--- src/rtl/alarm_clock_pkg.sv ---
// Shared types and constants for the mm:ss alarm clock.
//   state_t        : alarm FSM encoding (IDLE/ARMED/RINGING/SNOOZE)
//   TIME_W/STATE_W : field widths
//   MAX_SEC/MAX_MIN: last legal value of each time field
//   sat()          : clamp a time field to its legal maximum
package alarm_clock_pkg;
  localparam int TIME_W  = 6;
  localparam int STATE_W = 2;
  localparam int MAX_SEC = 59;
  localparam int MAX_MIN = 59;

  typedef enum logic [STATE_W-1:0] {
    IDLE    = 2'd0,
    ARMED   = 2'd1,
    RINGING = 2'd2,
    SNOOZE  = 2'd3
  } state_t;

  function automatic logic [TIME_W-1:0] sat(input logic [TIME_W-1:0] v,
                                            input logic [TIME_W-1:0] lim);
    return (v > lim) ? lim : v;
  endfunction
endpackage

--- src/rtl/alarm_clock_ctrl_mmss_counter.sv ---
// mm:ss time counter with 59:59 -> 00:00 wrap.
// Ports:
//   clk, rst  : clock, synchronous active-low reset
//   inc       : advance one second
//   clr       : zero both fields (wins over inc)
//   seconds   : 0..59
//   minutes   : 0..59
module mmss_counter import alarm_clock_pkg::*; (
  input  logic              clk,
  input  logic              rst,
  input  logic              inc,
  input  logic              clr,
  output logic [TIME_W-1:0] seconds,
  output logic [TIME_W-1:0] minutes
);
  always_ff @(posedge clk) begin
    if (!rst || clr) begin
      seconds <= '0;
      minutes <= '0;
    end else if (inc) begin
      if (seconds == TIME_W'(MAX_SEC)) begin
        seconds <= '0;
        minutes <= (minutes == TIME_W'(MAX_MIN)) ? '0 : minutes + TIME_W'(1);
      end else begin
        seconds <= seconds + TIME_W'(1);
      end
    end
  end
endmodule

--- src/rtl/alarm_clock_ctrl.sv ---
// Alarm clock controller: 1 Hz prescaler, mm:ss counter, alarm register,
// match compare and alarm FSM with ring/snooze timers.
// Optional feature macro: SNOOZE_EN (enables the snooze input and SNOOZE state).
// Ports:
//   clk, rst            : clock, synchronous active-low reset
//   run_en              : advance prescaler/time; 0 freezes time and timers
//   clr                 : zero time and prescaler
//   set_alarm           : capture alarm_min/alarm_sec (saturated to 59)
//   alarm_on            : alarm enable level; 0 forces IDLE
//   stop, snooze        : dismiss / snooze pulses
//   seconds, minutes    : current time
//   tick                : one-cycle pulse, high in the cycle the new time appears
//   ringing, state      : FSM outputs
module alarm_clock_ctrl import alarm_clock_pkg::*; #(
  parameter int TICK_DIV    = 100,
  parameter int RING_SECS   = 30,
  parameter int SNOOZE_SECS = 5
) (
  input  logic               clk,
  input  logic               rst,
  input  logic               run_en,
  input  logic               clr,
  input  logic               set_alarm,
  input  logic [TIME_W-1:0]  alarm_min,
  input  logic [TIME_W-1:0]  alarm_sec,
  input  logic               alarm_on,
  input  logic               stop,
  input  logic               snooze,
  output logic [TIME_W-1:0]  seconds,
  output logic [TIME_W-1:0]  minutes,
  output logic               tick,
  output logic               ringing,
  output logic [STATE_W-1:0] state
);
  localparam int PW = $clog2(TICK_DIV);
  localparam int RW = $clog2(RING_SECS + 1);

  logic [PW-1:0]     pre;
  logic              wrap, tick_r;
  logic [TIME_W-1:0] al_min, al_sec;
  logic              match, ring_done;
  logic [RW-1:0]     ring_tmr;
  state_t            state_q, state_nx;

  // Prescaler; wrap marks the edge on which the time advances.
  assign wrap = run_en && (pre == PW'(TICK_DIV - 1));

  always_ff @(posedge clk) begin
    if (!rst || clr) begin
      pre    <= '0;
      tick_r <= 1'b0;
    end else begin
      tick_r <= wrap;
      if (run_en) pre <= wrap ? '0 : pre + PW'(1);
    end
  end

  mmss_counter u_mmss (
    .clk     (clk),
    .rst     (rst),
    .inc     (wrap),
    .clr     (clr),
    .seconds (seconds),
    .minutes (minutes)
  );

  always_ff @(posedge clk) begin
    if (!rst) begin
      al_min <= '0;
      al_sec <= '0;
    end else if (set_alarm) begin
      al_min <= sat(alarm_min, TIME_W'(MAX_MIN));
      al_sec <= sat(alarm_sec, TIME_W'(MAX_SEC));
    end
  end

  // Gating on tick_r means only a real time advance can fire the alarm,
  // never a clr or an alarm write that happens to equal the current time.
  assign match     = tick_r && (seconds == al_sec) && (minutes == al_min);
  assign ring_done = tick_r && (ring_tmr <= RW'(1));

`ifdef SNOOZE_EN
  localparam int SW = $clog2(SNOOZE_SECS + 1);
  logic [SW-1:0] snz_tmr;
  logic          snz_done;
  assign snz_done = tick_r && (snz_tmr <= SW'(1));

  always_ff @(posedge clk) begin
    if (!rst)
      snz_tmr <= '0;
    else if (state_nx == SNOOZE && state_q != SNOOZE)
      snz_tmr <= SW'(SNOOZE_SECS);
    else if (state_q == SNOOZE && tick_r && snz_tmr != '0)
      snz_tmr <= snz_tmr - SW'(1);
  end
`else
  logic unused_snooze;
  assign unused_snooze = snooze ^ SNOOZE_SECS[0];
`endif

  always_ff @(posedge clk) begin
    if (!rst) state_q <= IDLE;
    else      state_q <= state_nx;
  end

  always_comb begin
    state_nx = state_q;
    if (!alarm_on) begin
      state_nx = IDLE;
    end else begin
      case (state_q)
        IDLE:    state_nx = ARMED;
        ARMED:   if (!stop && match) state_nx = RINGING;
        RINGING: begin
          if (stop)           state_nx = ARMED;
`ifdef SNOOZE_EN
          else if (snooze)    state_nx = SNOOZE;
`endif
          else if (ring_done) state_nx = ARMED;
        end
`ifdef SNOOZE_EN
        SNOOZE: begin
          if (stop)          state_nx = ARMED;
          else if (snz_done) state_nx = RINGING;
        end
`endif
        default: state_nx = IDLE;
      endcase
    end
  end

  // Ring timer reloads on every entry to RINGING (first ring and re-ring).
  always_ff @(posedge clk) begin
    if (!rst)
      ring_tmr <= '0;
    else if (state_nx == RINGING && state_q != RINGING)
      ring_tmr <= RW'(RING_SECS);
    else if (state_q == RINGING && tick_r && ring_tmr != '0)
      ring_tmr <= ring_tmr - RW'(1);
  end

  always_comb begin
    ringing = (state_q == RINGING);
    state   = state_q;
    tick    = tick_r;
  end
endmodule

--- config.mk ---
export PLATFORM = sky130hd
export DESIGN_NAME = alarm_clock_ctrl
export DESIGN_NICKNAME = d
export VERILOG_FILES = /design/src/rtl/alarm_clock_pkg.sv /design/src/rtl/alarm_clock_ctrl_mmss_counter.sv /design/src/rtl/alarm_clock_ctrl.sv
export SDC_FILE = /design/constraint.sdc
export NUM_CORES = 1
export LEC_CHECK = 0
export ABC_AREA = 1
export BUFFER_PORTS_ARGS = -buffer_cell sky130_fd_sc_hd__buf_2
export CORE_ASPECT_RATIO = 0.9
export CORE_MARGIN = 2
export CORE_UTILIZATION = 31
export DETAILED_ROUTE_END_ITERATION = 8
export GPL_ROUTABILITY_DRIVEN = 1
export PLACE_DENSITY = 0.56
export SKIP_CTS_REPAIR_TIMING = 1
export SLEW_MARGIN = 20
export SYNTH_ARGS = -nofsm -noshare
export SYNTH_HDL_FRONTEND = slang
export SYNTH_SLANG_ARGS = --single-unit
--- constraint.sdc ---
create_clock -name clk -period 1.8 [get_ports clk]
set_clock_uncertainty 0.2 [all_clocks]
set_input_delay 0 -clock clk [delete_from_list [all_inputs] [get_ports clk]]
set_output_delay 0 -clock clk [all_outputs]
set_load 0.01 [all_outputs]
---- After elaboration in Yosys (flattened, before gate mapping) ----
Cells that the tools add are included.
Widths: inputs -> output; s select.
word-level totals
  flip-flop bits (word level) ............. 39
  latch bits .............................. 0
  bits in read-only memories .............. 0
  memories ................................ 0
  bits of input ports ..................... 20
  bits in writable memories ............... 0
operators by class
  add/sub/neg operators ................... 4
  bitwise gates (word level) .............. 1
  $lt $le $gt $ge ......................... 3
  eq/ne operators ......................... 9
  shifts and indexed selects .............. 0
  divide/modulo/power cells ............... 0
  multiply operators ...................... 0
  reduce and logical (&&, ||, !) cells .... 16
  muxes and demuxes ....................... 12
operator list
  operator             number
  $mux 6               4
  $add 6x1->6 const B  2
  $eq 6x6->1           2
  $eq 6x6->1 const B   2
  $gt 6x6->1 const B   2
  $mux 5               2
  $logic_and 1x1->1    8
  $mux 2               4
  $add 7x1->7 const B  1
  $eq 7x7->1 const B   1
  $mux 7               1
  $pmux 2 s3           1
  $le 5x1->1 const B   1
  $reduce_bool 5->1    1
  $sub 5x1->5 const B  1
  $eq 2x2->1 const B   2
  $eq 2x1->1 const B   1
  $logic_not 1->1      2
  $logic_not 2->1      1
  $ne 2x2->1 const B   1
  $reduce_and 2->1     1
  $reduce_bool 2->1    1
  $reduce_or 2->1      1
  $logic_or 1x1->1     1
  $not 1->1            1

---- Longest topological paths before layout ----
Gate-level depths: netlist of run 1.
  word-level depth ........................ 10
  mapped depth ............................ 11

---- Modules after synthesis ----
Synthesis of run 1 repeated with hierarchy kept, for this count alone.
second synthesis, totals
  cell total of the unflattened synthesis .. 307
  area, all modules ....................... 2105.8 µm²
by module, submodules not included
  module            times used  area each (µm²)  cells an instance  seq. area each (µm²)
  alarm_clock_ctrl  1           1468.9           211                540.5
  mmss_counter      1           636.9            96                 240.2

---- Worst setup path before layout of run 1 ----
Ideal clock, no wire load.
  path kind ............................... reg-to-reg
  start ................................... register pre[0]
  end ..................................... register u_mmss.minutes[5]
  stages on the path, launching flop included .. 9
  data arrival time ....................... 1.310 ns
  path buffers ............................ 0
  path slack .............................. 0.168 ns
  setup time .............................. 0.122 ns
  data required time ...................... 1.478 ns
  cell sequence ........................... dfxtp_1 > ha_1 > nand2_1 > nor3_2 > nand2_2 > nor2_4 > nand2_2 > nor3_1 > nor3b_2
between the ends
  cells in the longest elaborated chain, start to end .. 3
ends and longest elaborated chain
  element                     RTL line                             source
  start, declared             alarm_clock_ctrl.sv:38               logic [PW-1:0] pre;
  start signal, assigned      alarm_clock_ctrl.sv:54               if (run_en) pre <= wrap ? '0 : pre + PW'(1);
  $eq 7x7->1                  alarm_clock_ctrl.sv:46               assign wrap = run_en && (pre == PW'(TICK_DIV - 1));
  $logic_and 1x1->1           alarm_clock_ctrl.sv:46
  $reduce_and 2->1 (no line)  --
  end signal, assigned        alarm_clock_ctrl_mmss_counter.sv:23  minutes <= (minutes == TIME_W'(MAX_MIN)) ? '0 : minutes + TIME_W'(1);
  end, declared               alarm_clock_ctrl_mmss_counter.sv:14  output logic [TIME_W-1:0] minutes
Every way passes these cells.
A chain may end at the register's enable or synchronous reset.

---- Final worst setup path of run 1 ----
  start ................................... register pre[0]
  end ..................................... register pre[2]
between the ends
  cells in the longest elaborated chain, start to end .. 3
ends and longest elaborated chain
  element                                                              RTL line
  parallel branches: the longest is 2 deep, another holds $add 7x1->7  --
  $mux 7 *                                                             alarm_clock_ctrl.sv:54
Every way passes the cells marked *.

==> results.sh, run 1 <==
export IMPL_min_period_ps=1750
export IMPL_rows=27
export IMPL_busiest_layer="met2"
export IMPL_clk_latency_ps=290
export IMPL_cts_max_level=2
export IMPL_holdCritStartpoint="run_en"
export IMPL_grt_pass1_wl_um=7570
export IMPL_crit_path_top_delay_cell="dlygate4sd3_1"
export IMPL_synth_cell_types=31
export IMPL_p_per_area_nw_per_um2=605
export IMPL_r2r_end="pre[2]"
export IMPL_die_area_um2=6950
export IMPL_grtUsageTotal_pct=13.8
export IMPL_first_pass_iters=4
export IMPL_path_class="flip-flop to flip-flop"
export IMPL_r2r_setup_slack_ps=50
export IMPL_vdd_drop_max_uv=248
export IMPL_grtUsageMet2_pct=20.5
export IMPL_grt_max_degree=19
export IMPL_hold_viol_final=0
export IMPL_tritoncts="yes"
export IMPL_routabilityCongestion=0.781
export IMPL_worstHoldPathType="input port to flip-flop"
export IMPL_synth_edf_count=0
export IMPL_synth_area_um2=1950
export IMPL_syn_num_nets=292
export IMPL_area_delta_synth_final_pct=37.1
export IMPL_wl_per_cell_um=11.1
export IMPL_dp_hpwl_um=3350
export IMPL_wl_um=4740
export IMPL_fin_nets=367
export IMPL_async_reset_ff_share_pct=0
export IMPL_whs_endpoint="tick"
export IMPL_period_share_pct=97.3
export IMPL_slowest_delay_ps=570
export IMPL_r2r_cells=6
export IMPL_max_freq_mhz=571
export IMPL_final_util_pct=43.8
export IMPL_fin_cells=427
export IMPL_cp_arrival_ps=1720
export IMPL_dp_cells=387
export IMPL_grt_antenna_before_repair=0
export IMPL_num_io_pins=36
export IMPL_p_leak_nw=1.17
export IMPL_path_cells="ha_4 -> nand2_4 -> buf_4 -> xor2_1 -> dlygate4sd3_1 -> nor2_1"
export IMPL_vias=1854
export IMPL_yosys_warnings=0
export IMPL_rsz0062_at_grt="yes"
export IMPL_portBuffers=34
export IMPL_grt_overflow=0
export IMPL_initial_core_util_pct=31.9
export IMPL_max_slew_margin_pct=69.6
export IMPL_tightest_slew_ps=453
export IMPL_cts_root_buffer="clkbuf_8"
export IMPL_ys_seq_area_share_pct=40.0
export IMPL_die_w_um=87.6
export IMPL_coreArea_um2=6110
export IMPL_required_ps=1770
export IMPL_setup_viol=0
export IMPL_clockBufferDepth=2
export IMPL_maxCapViolations=0
export IMPL_drive_gt1_share_pct=20.3
export IMPL_drv_slew=0
export IMPL_grtUsageMet1_pct=19.7
export IMPL_critical_path_endpoint_type="flip-flop"
export IMPL_cp_start_kind="flip-flop"
export IMPL_ys_flop_type="dfxtp_1"
export IMPL_ys_seq_elements=39
export IMPL_clk_transition_reported_paths_ps=70
export IMPL_use_met3_pct=3.01
export IMPL_cts_buffers_inserted=5
export IMPL_via_per_inst=4.34
export IMPL_postRouteAntennaNets=0
export IMPL_drtIter0Drc=65
export IMPL_drc=0
export IMPL_cts_sinks=39
export IMPL_synth_area_per_cell_um2=7.34
export IMPL_r2r_start="pre[0]"
export IMPL_diodes=0
export IMPL_outcome="complete, no violations"
export IMPL_cp_max_fo=4
export IMPL_worstHoldPathCells=5
export IMPL_die_h_um=79.3
export IMPL_grt_pass1_vias=1657
export IMPL_synthCells=266
area by class of cell:
type                    count  area, µm²
fillers                   627       3440
multi-input cells         184       1040
flip-flops and latches     39        786
repair buffers             70        510
inverters                  41        154
well taps                  87        109
clock buffers               6       72.6
routing by layer:
metal	vias to the layer above	share of wire (%)	routed length, µm
li1	996	-	-
met1	824	51	2400
met2	28	45	2130
met3	6	3.0	141
met4	0	1.4	66
met5	-	0	0
registers in the layout (all words and copies together) (netlist names):
register	flops
u_mmss.minutes	6
al_min	6
al_sec	6
ring_tmr	5
state	2
pre	7
u_mmss.seconds	6
tick	1
critical path: cells and delay by family, from the launching register on:
kind / cells / cell delay, ps
and+or+nand+nor: 2 / 110
DFF: 1 / 360
xor gates and xnor gates: 1 / 140
buffers and inverters: 2 / 670
adders and majority gates: 1 / 160
power breakdown:
group          internal, mW  switching (mW)  total, mW
clock                 0.258           0.285      0.543
combinational        0.0924          0.0859      0.178
sequential            0.884          0.0130      0.897
synthesized netlist by cell type, types with 2 or more instances:
cell	count	area share [%]
a21oi_1	18	4.6
a221oi_1	3	1.3
clkbuf_1	2	0.38
dfxtp_1	39	40
ha_1	6	3.8
inv_1	37	7.1
inv_2	3	0.58
nand2_1	55	11
nand2_2	2	0.64
nand3_1	7	1.8
nand4_1	5	1.6
nor2_1	35	6.7
nor2_2	2	0.64
nor2_4	2	1.2
nor3_1	5	1.3
nor3b_1	3	1.2
o21ai_0	14	3.6
o21ai_1	2	0.51
xnor2_1	5	2.2
xor2_1	10	4.5
worst max-delay path by stage:
stage                start                 to  depth (start not counted)
floorplan           pre[0]  u_mmss.minutes[5]                          8
global placement    pre[0]  u_mmss.minutes[5]                          8
detailed placement  pre[0]  u_mmss.minutes[3]                          8
CTS                 pre[0]  u_mmss.minutes[3]                          8
global route           rst             pre[1]                          7
finish              pre[0]             pre[2]                          6
stage by stage:
stage                     setup TNS, ps  area (µm²)  worst slack, ps  power, mW  hold slack, ps
final                                 0        2680             48.7       1.62            3.32
after global routing               -267        2680            -56.0       1.71            2.69
after CTS                         -35.5        2310            -18.7       1.59            -260
after detailed placement              0        2240             3.71       1.04            51.4
after global placement                0        2240             62.0       1.04            33.6
after floorplan                       0        1950              168      0.991            -106
logic make-up after synthesis:
group           synth area share, %
simple gates                   28.5
buf+inv                        8.27
compound gates                 12.1
flops                          40.0
xor+xnor                       6.73
fa+ha+maj                      3.85
mux                           0.577
layout by cell type (no fill, tap or decap), types with 2 or more instances in the layout:
master	count
nor3_4	2
nor2_1	33
a21oi_1	17
clkbuf_8	5
xnor2_1	5
buf_4	8
nor3b_1	3
o21ai_0	14
dlygate4sd3_1	28
dfxtp_1	37
inv_2	3
nor2_2	4
nand3_1	7
ha_1	5
a221oi_1	3
nand2_1	54
buf_2	34
nor2_4	2
xor2_1	10
nor3_1	5
inv_1	37
nand4_1	5
nand2_2	2
o21ai_1	2
No activity file was read; power rests on OpenSTA's default activity.
==> run 2: changes to the inputs <==
REMOVE_ABC_BUFFERS = 1   (was not set)
==> results.sh, run 2 (synthesis results as in run 1) <==
export IMPL_tightest_slew_ps=437
export IMPL_violations="hold timing"
export IMPL_max_freq_mhz=563
export IMPL_period_share_pct=98.6
export IMPL_initial_core_util_pct=31.9
export IMPL_cts_root_buffer="clkbuf_8"
export IMPL_drc=0
export IMPL_dp_cells=388
export IMPL_postRouteAntennaNets=0
export IMPL_coreArea_um2=6110
export IMPL_grt_max_degree=19
export IMPL_tritoncts="yes"
export IMPL_num_io_pins=36
export IMPL_cp_max_fo=5
export IMPL_max_slew_margin_pct=70.7
export IMPL_grt_pass1_wl_um=7200
export IMPL_fin_nets=365
export IMPL_cts_sinks=39
export IMPL_grt_overflow=0
export IMPL_p_int_mw=1.25
export IMPL_path_class="flip-flop to flip-flop"
export IMPL_setup_viol=0
export IMPL_hold_viol_final=1
export IMPL_crit_start="pre[0]"
export IMPL_routabilityCongestion=0.805
export IMPL_first_pass_iters=4
export IMPL_cts_max_level=2
export IMPL_r2r_start="pre[0]"
export IMPL_diodes=0
export IMPL_min_period_ps=1780
export IMPL_switchingPower_uw=401
export IMPL_fin_cells=427
export IMPL_fin_setup_tns_ps=0
export IMPL_vdd_drop_max_uv=221
export IMPL_wl_per_cell_um=10.9
export IMPL_die_h_um=79.3
export IMPL_rows=27
export IMPL_clockBufferDepth=2
export IMPL_p_per_area_nw_per_um2=616
export IMPL_r2r_setup_slack_ps=20
export IMPL_place_ws_ps=-39.8
export IMPL_clk_latency_ps=290
export IMPL_die_w_um=87.6
export IMPL_critical_path_endpoint="u_mmss.minutes[4]"
export IMPL_worstHoldPathType="input port to flip-flop"
export IMPL_final_common_cell="nand2_1"
export IMPL_wl_um=4670
export IMPL_p_clk_share_pct=35.0
export IMPL_nFillCells=642
export IMPL_cp_start_kind="flip-flop"
export IMPL_portBuffers=34
export IMPL_drtIter0Drc=64
export IMPL_largest_register="pre"
export IMPL_dp_hpwl_um=3290
export IMPL_cts_buffers_inserted=5
export IMPL_clk_transition_reported_paths_ps=80
export IMPL_die_area_um2=6950
export IMPL_grtUsageTotal_pct=13.4
export IMPL_drv_slew=0
export IMPL_rsz0062_at_grt="yes"
export IMPL_vias=1857
export IMPL_hold_ws_ps=-5.88
export IMPL_r2r_cells=8
export IMPL_outcome="finished, violations left"
export IMPL_p_leak_nw=1.17
export IMPL_cp_arrival_ps=1750
export IMPL_p_sw_share_pct=24.3
export IMPL_via_per_inst=4.35
export IMPL_maxCapViolations=0
export IMPL_grt_pass1_vias=1605
export IMPL_largest_reg_flops=7
export IMPL_required_ps=1780
export IMPL_worst_slack_ps=24.5
export IMPL_critical_path_endpoint_type="flip-flop"
export IMPL_drive_gt1_share_pct=20.9
export IMPL_p_comb_share_pct=10.6
export IMPL_mostFrequentLayoutCells="nand2_1, inv_1, dfxtp_1, nor2_1, buf_2"
export IMPL_grt_antenna_before_repair=0
export IMPL_area_delta_synth_final_pct=37.1
export IMPL_r2r_end="u_mmss.minutes[4]"
export IMPL_seqPwrFrac_pct=54.4
==> run 2: power by group through the flow <==
stage                     logic [mW]  registers [mW]  clock network, mW
after floorplan               0.0743           0.914                  0
after global placement         0.123           0.916                  0
after detailed placement       0.125           0.916                  0
after CTS                      0.126           0.896              0.597
after global routing           0.198           0.900              0.635
final                          0.175           0.896              0.576
==> run 2: area by class of cell <==
| cell class | count | area [µm²] | area share, % |
|---|---|---|---|
| multi-input cells | 184 | 1050 | 39.1 |
| flip-flops and latches | 39 | 788 | 29.5 |
| repair buffers | 68 | 495 | 18.5 |
| inverters | 41 | 154 | 5.75 |
| well taps | 87 | 109 | 4.07 |
| clock buffers | 7 | 76.3 | 2.85 |
| clock inverters | 1 | 5.00 | 0.187 |
==> run 2: per-layer routing <==
| metal | GRT usage [%] | part of all wire (%) | vias up |
|---|---|---|---|
| li1 | - | - | 994 |
| met1 | 18.6 | 51 | 824 |
| met2 | 19.5 | 44 | 37 |
| met3 | 4.05 | 4.1 | 2 |
| met4 | 5.08 | 0.88 | 0 |
| met5 | 0 | 0 | - |
==> run 2: per-stage QoR <==
| stage | utilization, % | cell area (µm²) | hold slack [ps] | power, mW |
|---|---|---|---|---|
| 3_5_place_dp | 36.7 | 2250 | 39.5 | 1.04 |
| 3_3_place_gp | 36.7 | 2250 | 34.3 | 1.04 |
| 2_1_floorplan | - | 1940 | -107 | 0.989 |
| 4_1_cts | 38.1 | 2330 | -280 | 1.62 |
| 6_report | 43.7 | 2680 | -5.88 | 1.65 |
| 5_1_grt | 43.7 | 2680 | 38.5 | 1.73 |
==> run 2: how the worst min path moves through the flow <==
stage	from	to	slack, ps	cells after the start
after floorplan	set_alarm	al_min[2]	-110	1
after global placement	alarm_on	state[0]	30	3
after detailed placement	alarm_on	state[0]	40	3
after CTS	alarm_on	state[0]	-280	3
after global routing	stop	state[1]	40	6
final	stop	state[1]	-6	6
==> run 2: worst max-delay path: stages, from the launching register on <==
cell and delay, ps:
dfxtp_4 380, ha_4 140, nand2_4 50, nor3_4 180, nand2_2 130, nor2_4 200, nand4_1 140, xor2_1 200
nor2_2 40
